### config.mk
export PLATFORM = sky130hd
export DESIGN_NAME = multicycle_ctrl
export DESIGN_NICKNAME = d
export VERILOG_FILES = /design/src/rtl/multicycle_ctrl.sv
export SDC_FILE = /design/constraint.sdc
export NUM_CORES = 1
export LEC_CHECK = 0
export ABC_AREA = 1
export BUFFER_PORTS_ARGS = -buffer_cell sky130_fd_sc_hd__buf_2
export CORE_MARGIN = 2
export CORE_UTILIZATION = 30
export DETAILED_ROUTE_END_ITERATION = 10
export GPL_TIMING_DRIVEN = 1
export PLACE_DENSITY = 0.56
export SLEW_MARGIN = 20
export SYNTH_ARGS = -nofsm -noshare
export SYNTH_HDL_FRONTEND = slang
export SYNTH_SLANG_ARGS = --single-unit
### constraint.sdc
create_clock -name Clk -period 1.6 [get_ports Clk]
set_input_delay 0.24 -clock Clk [delete_from_list [all_inputs] [get_ports Clk]]
set_output_delay 0.24 -clock Clk [all_outputs]
set_load 0.02 [all_outputs]
### src/rtl/multicycle_ctrl.sv
// Multicycle control unit for the 16-bit processor: fetches from a synchronous ROM,
// decodes and sequences register file, ALU and data-memory controls.
module multicycle_ctrl #(
  parameter int PC_W     = 7,
  parameter int RESET_PC = 0,
  parameter int D_AW     = 8,
  parameter bit DMEM_HS  = 1'b1
) (
  input  logic            Clk,
  input  logic            Reset,
  input  logic            Run,
  input  logic            Step,
  output logic [PC_W-1:0] IM_Addr,
  output logic            IM_Rd,
  input  logic [15:0]     IM_Data,
  output logic [D_AW-1:0] D_Addr,
  output logic            D_Rd,
  output logic            D_Wr,
  input  logic            D_Ack,
  output logic            RF_s,
  output logic            RF_W_en,
  output logic [3:0]      RF_Ra_Addr,
  output logic [3:0]      RF_Rb_Addr,
  output logic [3:0]      RF_W_Addr,
  output logic [2:0]      ALU_s0,
  output logic [15:0]     IR_Out,
  output logic [PC_W-1:0] PC_Out,
  output logic [3:0]      State,
  output logic [3:0]      NextState,
  output logic            Halted,
  output logic            Illegal
);

  typedef enum logic [3:0] {
    S_INIT   = 4'd0,
    S_FETCH  = 4'd1,
    S_DECODE = 4'd2,
    S_NOOP   = 4'd3,
    S_LOAD_A = 4'd4,
    S_LOAD_B = 4'd5,
    S_STORE  = 4'd6,
    S_ADD    = 4'd7,
    S_SUB    = 4'd8,
    S_HALT   = 4'd9
  } state_e;

  state_e            state_q, state_d;
  logic [PC_W-1:0]   pc_q, pc_d;
  logic [15:0]       ir_q, ir_d;
  logic              illegal_q, illegal_d;
  logic              mem_done;

  // Without the handshake a memory access always completes in one cycle.
  assign mem_done = (DMEM_HS == 1'b0) || D_Ack;

  always_comb begin
    // NOTE: every variable gets a default before the case so no path leaves it unassigned (no latches).
    state_d   = state_q;
    pc_d      = pc_q;
    ir_d      = ir_q;
    illegal_d = illegal_q;
    case (state_q)
      S_INIT:  state_d = S_FETCH;
      S_FETCH: if (Run || Step) state_d = S_DECODE;
      S_DECODE: begin
        // The ROM word arrives this cycle; decode it directly rather than waiting for IR.
        ir_d = IM_Data;
        pc_d = pc_q + PC_W'(1);
        case (IM_Data[15:12])
          4'h0: state_d = S_NOOP;
          4'h1: state_d = S_STORE;
          4'h2: state_d = S_LOAD_A;
          4'h3: state_d = S_ADD;
          4'h4: state_d = S_SUB;
          4'h5: state_d = S_HALT;
          default: begin
            state_d   = S_NOOP;
            illegal_d = 1'b1;
          end
        endcase
      end
      S_LOAD_A: if (mem_done) state_d = S_LOAD_B;
      S_STORE:  if (mem_done) state_d = S_FETCH;
      S_LOAD_B, S_NOOP, S_ADD, S_SUB: state_d = S_FETCH;
      S_HALT:   state_d = S_HALT;
      default:  state_d = S_INIT;
    endcase
    if (!Reset) state_d = S_INIT;
  end

  // NOTE: reset is synchronous here: it is sampled only on the rising clock edge.
  always_ff @(posedge Clk) begin
    if (!Reset) begin
      state_q   <= S_INIT;
      pc_q      <= PC_W'(RESET_PC);
      ir_q      <= '0;
      illegal_q <= 1'b0;
    end else begin
      // NOTE: non-blocking assignments so all state updates see pre-edge values.
      state_q   <= state_d;
      pc_q      <= pc_d;
      ir_q      <= ir_d;
      illegal_q <= illegal_d;
    end
  end

  always_comb begin
    IM_Rd      = 1'b0;
    D_Addr     = '0;
    D_Rd       = 1'b0;
    D_Wr       = 1'b0;
    RF_s       = 1'b0;
    RF_W_en    = 1'b0;
    RF_Ra_Addr = 4'd0;
    RF_Rb_Addr = 4'd0;
    RF_W_Addr  = 4'd0;
    ALU_s0     = 3'd0;
    Halted     = 1'b0;
    case (state_q)
      S_FETCH: IM_Rd = 1'b1;
      S_LOAD_A: begin
        D_Addr = ir_q[D_AW-1:0];
        D_Rd   = 1'b1;
      end
      S_LOAD_B: begin
        D_Addr    = ir_q[D_AW-1:0];
        RF_s      = 1'b1;
        RF_W_en   = 1'b1;
        RF_W_Addr = ir_q[11:8];
      end
      S_STORE: begin
        D_Addr     = ir_q[4 +: D_AW];
        RF_Ra_Addr = ir_q[3:0];
        D_Wr       = 1'b1;
      end
      S_ADD, S_SUB: begin
        RF_Ra_Addr = ir_q[11:8];
        RF_Rb_Addr = ir_q[7:4];
        RF_W_Addr  = ir_q[3:0];
        RF_W_en    = 1'b1;
        ALU_s0     = (state_q == S_ADD) ? 3'd1 : 3'd2;
      end
      S_HALT: Halted = 1'b1;
      default: ;
    endcase
    // Side-effecting strobes must drop in the very cycle reset is asserted.
    if (!Reset) begin
      D_Rd    = 1'b0;
      D_Wr    = 1'b0;
      RF_W_en = 1'b0;
    end
  end

  assign IM_Addr   = pc_q;
  assign PC_Out    = pc_q;
  assign IR_Out    = ir_q;
  assign State     = state_q;
  assign NextState = state_d;
  assign Illegal   = illegal_q;

endmodule

# Word level (Yosys, flattened, before mapping)
# Cells that the tools add are included.
# W data, S select, Z words.
[totals]
regBits = 28
inputBits = 21
output_inout_bits = 68
[op_classes]
n_addsub = 1
eq_ne = 14
mux = 21
n_bitwise = 1
n_reduce_logical = 9
[op_table]
columns = ["cell", "n"]
rows = [
  ["$eq A4 B3 Y1 const B", 6],
  ["$pmux W4 S6", 1],
  ["$mux W4", 5],
  ["$pmux W4 S5", 1],
  ["$eq A4 B2 Y1 const B", 4],
  ["$pmux W4 S2", 2],
  ["$pmux W8 S2", 1],
  ["$mux W1", 9],
  ["$eq A4 B1 Y1 const B", 2],
  ["$eq A4 B4 Y1 const B", 2],
  ["$logic_not A4 Y1", 2],
  ["$add A7 B1 Y7 const B", 1],
  ["$reduce_or A6 Y1", 1],
  ["$reduce_or A5 Y1", 1],
  ["$mux W2", 2],
  ["$reduce_or A2 Y1", 2],
  ["$reduce_or A3 Y1", 1],
  ["$reduce_and A2 Y1", 1],
  ["$logic_or A1 B1 Y1", 1],
  ["$not A1 Y1", 1],
]

# Depth between registers and ports, before layout
# Gate-level depths: netlist of run 1.
[logic_depth]
ltp_word = 4
depth_mapped = 8
depth_no_buf = 8

# Least setup slack after synthesis of run 1
# No wires, ideal clock.
[synth_timing]
kind = "register to output"
from = "register state_q[2], in the netlist State[2]"
to = "output RF_W_Addr[0]"
arrival_time_ns = 1.682
slack_ns = -0.322
path_stages_with_launch = 7
n_path_buf = 0
path_cell_list = "dfxtp_1 > inv_1 > nor2_2 > nand2_2 > nor2_1 > inv_1 > o22ai_1"
[synth_between]
elab_chain_cells = 3
word_cells_on_any_way = 5
[synth_lines]
columns = ["element", "line_no", "text"]
rows = [
  ["from (decl)", "47", "state_e state_q, state_d;"],
  ["from (signal assigned)", "100", "state_q <= state_d;"],
  ["$eq A4 B3 Y1 / $eq A4 B4 Y1 (equally long branches)", "119", "case (state_q)"],
  ["$reduce_or A2 Y1", "--", ""],
  ["$pmux W4 S2 *", "119", ""],
  ["to (decl)", "24", "output logic [3:0] RF_W_Addr,"],
]
# Mark *: on every way between the ends. The rest lies on a longest branch, timed or not.

# Worst setup path in the final report of run 1
# Ends and elaborated chain as after synthesis.

==> results.py, run 1 <==
metrics = {
    "run_status": {
        "outcome": "finished, violations left",
        "violations": "negative setup slack",
    },
    "floorplanning": {
        "initial_core_util": 0.313,
        "coreArea_sq_um": 4790,
        "num_io_pins": 89,
        "dieArea_sq_um": 5580,
        "die_w_um": 74.7,
        "die_h_um": 74.7,
        "num_rows": 25,
    },
    "place": {
        "port-buffer-count": 87,
        "place_area_sq_um": 2170,
        "dpl.hpwl_um": 3500,
        "routabilityCongestion": 0.833,
    },
    "worst_setup_path": {
        "reg2reg_from": "State[2]",
        "critPathLaunch": "State[2]",
        "cp.arrival_ns": 1.66,
        "critical_path_class": "flip-flop to primary output",
        "rrSetupSlack_ns": 0.14,
        "cp_max_fo": 5,
        "startpoint_type": "flip-flop",
        "r2r-end": "IM_Addr[5]",
        "cp.required_ns": 1.36,
        "r2r_cells": 12,
        "end_kind": "primary output",
    },
    "route": {
        "dr_wl_met3_um": 339,
        "drtPass1Iterations": 4,
        "num_vias": 1857,
        "drc": 0,
        "wl_met1_um": 2180,
        "drtIter0Drc": 62,
        "routed.top_layer": "met4",
        "totalWireLength_um": 5360,
        "wl_met2_um": 2680,
        "ant_nets": 0,
        "routedWlPerCell_um": 13.5,
        "vias_per_cell": 4.68,
    },
    "logic_synthesis": {
        "netlist_area_sq_um": 1500,
        "synthMuxAreaShare": 0,
        "ys_warn_count": 0,
        "synth_top_family_by_area": "compound AO/OA/AOI/OAI gates",
        "synth_top_area_cell": "dfxtp_1",
        "yosysSeqAreaShare": 0.374,
        "syn_inst": 220,
        "synth_area_leaders": "dfxtp_1 37%, nor2_1 8.8%, inv_1 7.5%",
        "synth.top_cell.area_share": 0.374,
        "synth_xor_area_frac": 0.00584,
        "synth-seq-cells": 28,
        "yosys.area_share.simple": 0.221,
        "synthAdderAreaFrac": 0.00835,
        "synth_fp_nets": 242,
        "synth_cell_types": 26,
        "synth-compound-area-share": 0.233,
        "avgSynthCellArea_sq_um": 6.81,
    },
    "power": {
        "combPwrFrac": 0.327,
        "total_power_mw": 1.84,
        "p_int_mw": 1.19,
        "irDropWorstVdd_uv": 558,
        "p_leak_nw": 1.30,
        "sw_frac_of_total": 0.352,
        "switchingPower_mw": 0.648,
        "seq_power_share": 0.427,
        "clock_power_share": 0.245,
        "power_density_nw_per_um2": 637,
    },
    "final_layout": {
        "syn2layout_area_growth_pct": 92.9,
        "layout_commonest_cell": "buf_2",
        "layout-drive-gt1-share": 0.570,
        "nNetsFinal": 353,
        "multi_input_area_sq_um": 1050,
        "diodes": 0,
        "finish.instance_area_sq_um": 2890,
        "area.sequential_sq_um": 568,
        "fillers": 417,
        "mostFrequentLayoutCells": "56 x buf_2, 34 x buf_6, 27 x inv_1, 27 x buf_4, 24 x dfxtp_1",
    },
    "global_routing": {
        "grt.overflow.total": 0,
        "grt_max_degree": 29,
        "track_usage": 0.195,
        "grt_antenna_before_repair": 0,
        "grt_pass1_wl_um": 8170,
        "grt_pass1_vias": 1773,
    },
    "run": {
        "cap_viol_max_count": 0,
    },
    "sta": {
        "period_minus_slack_ns": 1.90,
        "hold_violations": 0,
        "maxSlewViolCount": 0,
        "finalWorstSetupSlack_ns": -0.300,
        "worst_hold_slack_ns": 0.216,
        "setup_viol": 29,
        "finalClockSkew_ns": 0.00251,
        "fin_crit_sh": 1.19,
        "setup_tns_ns": -5.81,
        "rsz0062_at_grt": "yes",
        "max_freq_mhz": 526,
    },
    "min_path": {
        "hold_path_depth": 3,
        "min_from": "IM_Data[15]",
        "holdPathEnd": "IR_Out[15]",
        "hold_path.class": "input pin to flip-flop",
    },
    "cts": {
        "clock_sinks": 28,
        "cts_root_buf": "clkbuf_8",
        "clk_latency_ns": 0.28,
        "cts_tree": "done",
        "cts.path.max_buffers": 2,
        "holdBufCountCts": 0,
        "h-tree-depth": 1,
        "clk_pin_slew_worst_paths_ns": 0.10,
        "cts_buffers": 3,
    },
}
per-layer routing:
metal	global-route usage	up-vias
met5	0	-
met4	0.111	0
met3	0.0589	14
met2	0.316	68
met1	0.230	841
li1	-	934
per-stage QoR:
stage | worst slack (ns) | cells | utilization
finish | -0.300 | 397 | 0.604
global route | -0.359 | 397 | 0.604
CTS | -0.253 | 392 | 0.571
detailed placement | -0.270 | 375 | 0.453
global placement | -0.234 | 375 | 0.453
floorplan | -0.0117 | 220 | -
synth_stat cells (all sizes together):
cell	n
nand3	6
o21bai	1
ha	1
nand2	28
clkbuf	4
conb	1
o22ai	16
a31oi	1
o21ai	20
a21oi	22
nor3	3
buf	13
xor2	1
dfxtp	28
nand4	1
inv	33
nor2	39
a211oi	2
what timing repair did:
| item | CTS | global route |
|---|---|---|
| setup endpoints to repair | 27 | 31 |
| gates cloned | 2 | 0 |
| pin swaps | 4 | 6 |
| buffers inserted | 11 | 6 |
| gates resized for setup | 96 | 30 |
state kept, by name (all words and copies together) (netlist names):
| register | cells |
|---|---|
| IM_Addr | 7 |
| IR_Out | 16 |
| Illegal | 1 |
| State | 4 |
worst max-delay path by stage:
stage                     slack, ns            end  depth (start not counted)
after floorplan               -0.01  RF_Ra_Addr[1]                          6
after global placement        -0.23        RF_W_en                          8
after detailed placement      -0.27        RF_W_en                          8
after CTS                     -0.25   RF_W_Addr[3]                          7
after global routing          -0.36   RF_W_Addr[0]                          8
final                         -0.30   RF_W_Addr[0]                          8
area by class of cell:
type	instances	area share
multi-input combinational	142	0.363
timing repair buffer	123	0.346
sequential	28	0.196
inverter	33	0.0467
tap	67	0.0290
clock buffer	4	0.0190
power by group through the flow:
stage	registers [mW]	logic, mW	clock network (mW)
final	0.787	0.603	0.452
after global routing	0.795	0.655	0.491
after CTS	0.785	0.556	0.464
after detailed placement	0.800	0.483	0
after global placement	0.799	0.483	0
after floorplan	0.869	0.244	0
cells by family (layout without fill, tap and decap cells):
group	Yosys count	after routing
simple gates	77	77
compound gates	62	62
buf+inv	50	160
flops	28	28
fa+ha+maj	1	1
other cells	1	1
xor+xnor	1	1
worst max-delay path: stages (launching register included):
cell	delay [ns]
dfxtp_2	0.35
inv_2	0.05
buf_6	0.11
nor2_4	0.08
nand2_2	0.08
nor2_4	0.13
clkinvlp_4	0.20
o22ai_2	0.23
buf_6	0.15
Power figures use the tool's default switching activity.
==> run 2, diff against run 1 <==
SETUP_SLACK_MARGIN = 0.5   (was not set)
==> run 2 against run 1 <==
The run still ends with negative setup slack left. Register-to-register slack worse by 0.05 ns. Total power up 12%. Cell count unchanged. Die area unchanged. Global-route usage down 1.2 points. Core utilization up 7.8 points. Fmax up 5.9%. First-iteration DRC count down 34%. Combinational power up 28%. Sequential power about the same. Worst setup slack better by 0.11 ns. Clock power up 13%.
==> results.py, run 2 (same netlist as run 1, synthesis figures left out) <==
metrics = {
    "cts": {
        "cts.path.max_buffers": 2,
        "holdBufCountCts": 0,
        "cts_buffers": 3,
        "h-tree-depth": 1,
        "cts_root_buf": "clkbuf_8",
        "cts_tree": "done",
        "clock_sinks": 28,
        "clk_latency_ns": 0.28,
        "clk_pin_slew_worst_paths_ns": 0.11,
    },
    "floorplanning": {
        "num_io_pins": 89,
        "dieArea_sq_um": 5580,
        "die_h_um": 74.7,
        "num_rows": 25,
        "die_w_um": 74.7,
        "initial_core_util": 0.313,
        "coreArea_sq_um": 4790,
    },
    "power": {
        "total_power_mw": 2.07,
        "irDropWorstVdd_uv": 384,
        "clock_power_share": 0.247,
        "power_density_nw_per_um2": 634,
        "seq_power_share": 0.381,
        "p_leak_nw": 1.38,
        "sw_frac_of_total": 0.353,
        "switchingPower_mw": 0.730,
        "combPwrFrac": 0.372,
        "p_int_mw": 1.34,
    },
    "min_path": {
        "hold_path_depth": 3,
        "hold_path.class": "input pin to flip-flop",
    },
    "final_layout": {
        "fillers": 374,
        "finish.instance_area_sq_um": 3270,
        "multi_input_area_sq_um": 1260,
        "nNetsFinal": 353,
        "syn2layout_area_growth_pct": 118,
        "mostFrequentLayoutCells": "49 x buf_2, 49 x buf_6, 25 x inv_1",
        "layout-drive-gt1-share": 0.691,
        "diodes": 0,
        "fin_cells": 397,
        "largest_reg_flops": 16,
        "area.sequential_sq_um": 594,
    },
    "place": {
        "routabilityCongestion": 0.760,
        "place_inst": 366,
        "dpl.hpwl_um": 3410,
        "port-buffer-count": 87,
        "place_area_sq_um": 2230,
    },
    "sta": {
        "rsz0062_at_grt": "yes",
        "fin_crit_sh": 1.12,
        "setup_viol": 28,
        "period_minus_slack_ns": 1.79,
        "hold_violations": 0,
        "finalWorstSetupSlack_ns": -0.194,
        "maxSlewViolCount": 0,
        "finalClockSkew_ns": 0.00637,
        "max_freq_mhz": 558,
    },
    "worst_setup_path": {
        "path_buf_inv": 4,
        "worstPathCellList": "inv_6, nand2_4, nor3_4, nor2_4, buf_12, buf_6, nor2_4, buf_6",
        "r2r_cells": 11,
        "startpoint_type": "flip-flop",
        "path_depth": 8,
        "end_kind": "primary output",
        "cp.required_ns": 1.36,
        "critical_path_class": "flip-flop to primary output",
        "slowest_stage": "dfxtp_4",
        "critPathTopFamily": "buffers and inverters",
        "crit_path_max_incr_delay_ns": 0.40,
        "cp_max_fo": 4,
        "cp.arrival_ns": 1.55,
    },
    "route": {
        "totalWireLength_um": 5570,
        "drtIter0Drc": 41,
        "drc": 0,
        "drtPass1Iterations": 4,
        "routedWlPerCell_um": 14.0,
        "ant_nets": 0,
        "num_vias": 1878,
        "vias_per_cell": 4.73,
    },
    "global_routing": {
        "track_usage": 0.183,
        "grt_max_degree": 21,
        "grt_pass1_wl_um": 8010,
        "grt.overflow.total": 0,
        "grt_pass1_vias": 1697,
        "grt_antenna_before_repair": 0,
    },
    "run_status": {
        "outcome": "finished, violations left",
        "violations": "negative setup slack",
    },
    "run": {
        "cap_viol_max_count": 0,
    },
}
[run 2: final timing paths]
path,start,endpoint,slack [ns]
worst min-delay path,IM_Data[15],IR_Out[15],0.21
worst max register to register,State[2],IM_Addr[6],0.09
worst max-delay path,State[3],RF_Rb_Addr[3],-0.19
worst min register to register,Illegal,Illegal,0.48
[run 2: repair_timing]
action	CTS	global route
resized for setup	137	57
setup buffers	16	8
pin swaps	17	18
setup endpoints to repair	72	72
gates cloned	1	2
[run 2: through the flow]
stage               setup TNS (ns)  hold slack [ns]  utilization  setup slack, ns
CTS                          -2.53            0.209        0.617           -0.165
floorplan                        0            0.390            -           0.0581
global route                 -5.27            0.216        0.682           -0.267
global placement                 0            0.452        0.466          0.00590
finish                       -3.36            0.214        0.682           -0.194
detailed placement         -0.0161            0.466        0.466          -0.0161
[run 2: layout make-up]
type | count | area share
clock buffer | 4 | 0.0203
inverter | 33 | 0.0441
multi-input combinational | 142 | 0.386
sequential | 28 | 0.182
tap | 67 | 0.0257
timing repair buffer | 123 | 0.342
[run 2: worst min-delay path: stages]
cell	delay [ns]
buf_2	0.10
inv_1	0.06
a21oi_1	0.06
[run 2: metal layers]
metal,share of wire,wire (um),global-route usage,vias to the layer above
li1,-,-,-,936
met1,0.42,2330,0.233,885
met2,0.53,2930,0.334,55
met3,0.052,288,0.0281,2
met4,0.0022,12,0.0298,0
met5,0,0,0,-
[run 2: power by group through the flow]
stage | clock network, mW | logic [mW] | registers (mW)
after floorplan | 0 | 0.278 | 0.872
after detailed placement | 0 | 0.487 | 0.808
after global routing | 0.553 | 0.823 | 0.799
after global placement | 0 | 0.484 | 0.806
final | 0.512 | 0.771 | 0.790
after CTS | 0.527 | 0.666 | 0.793
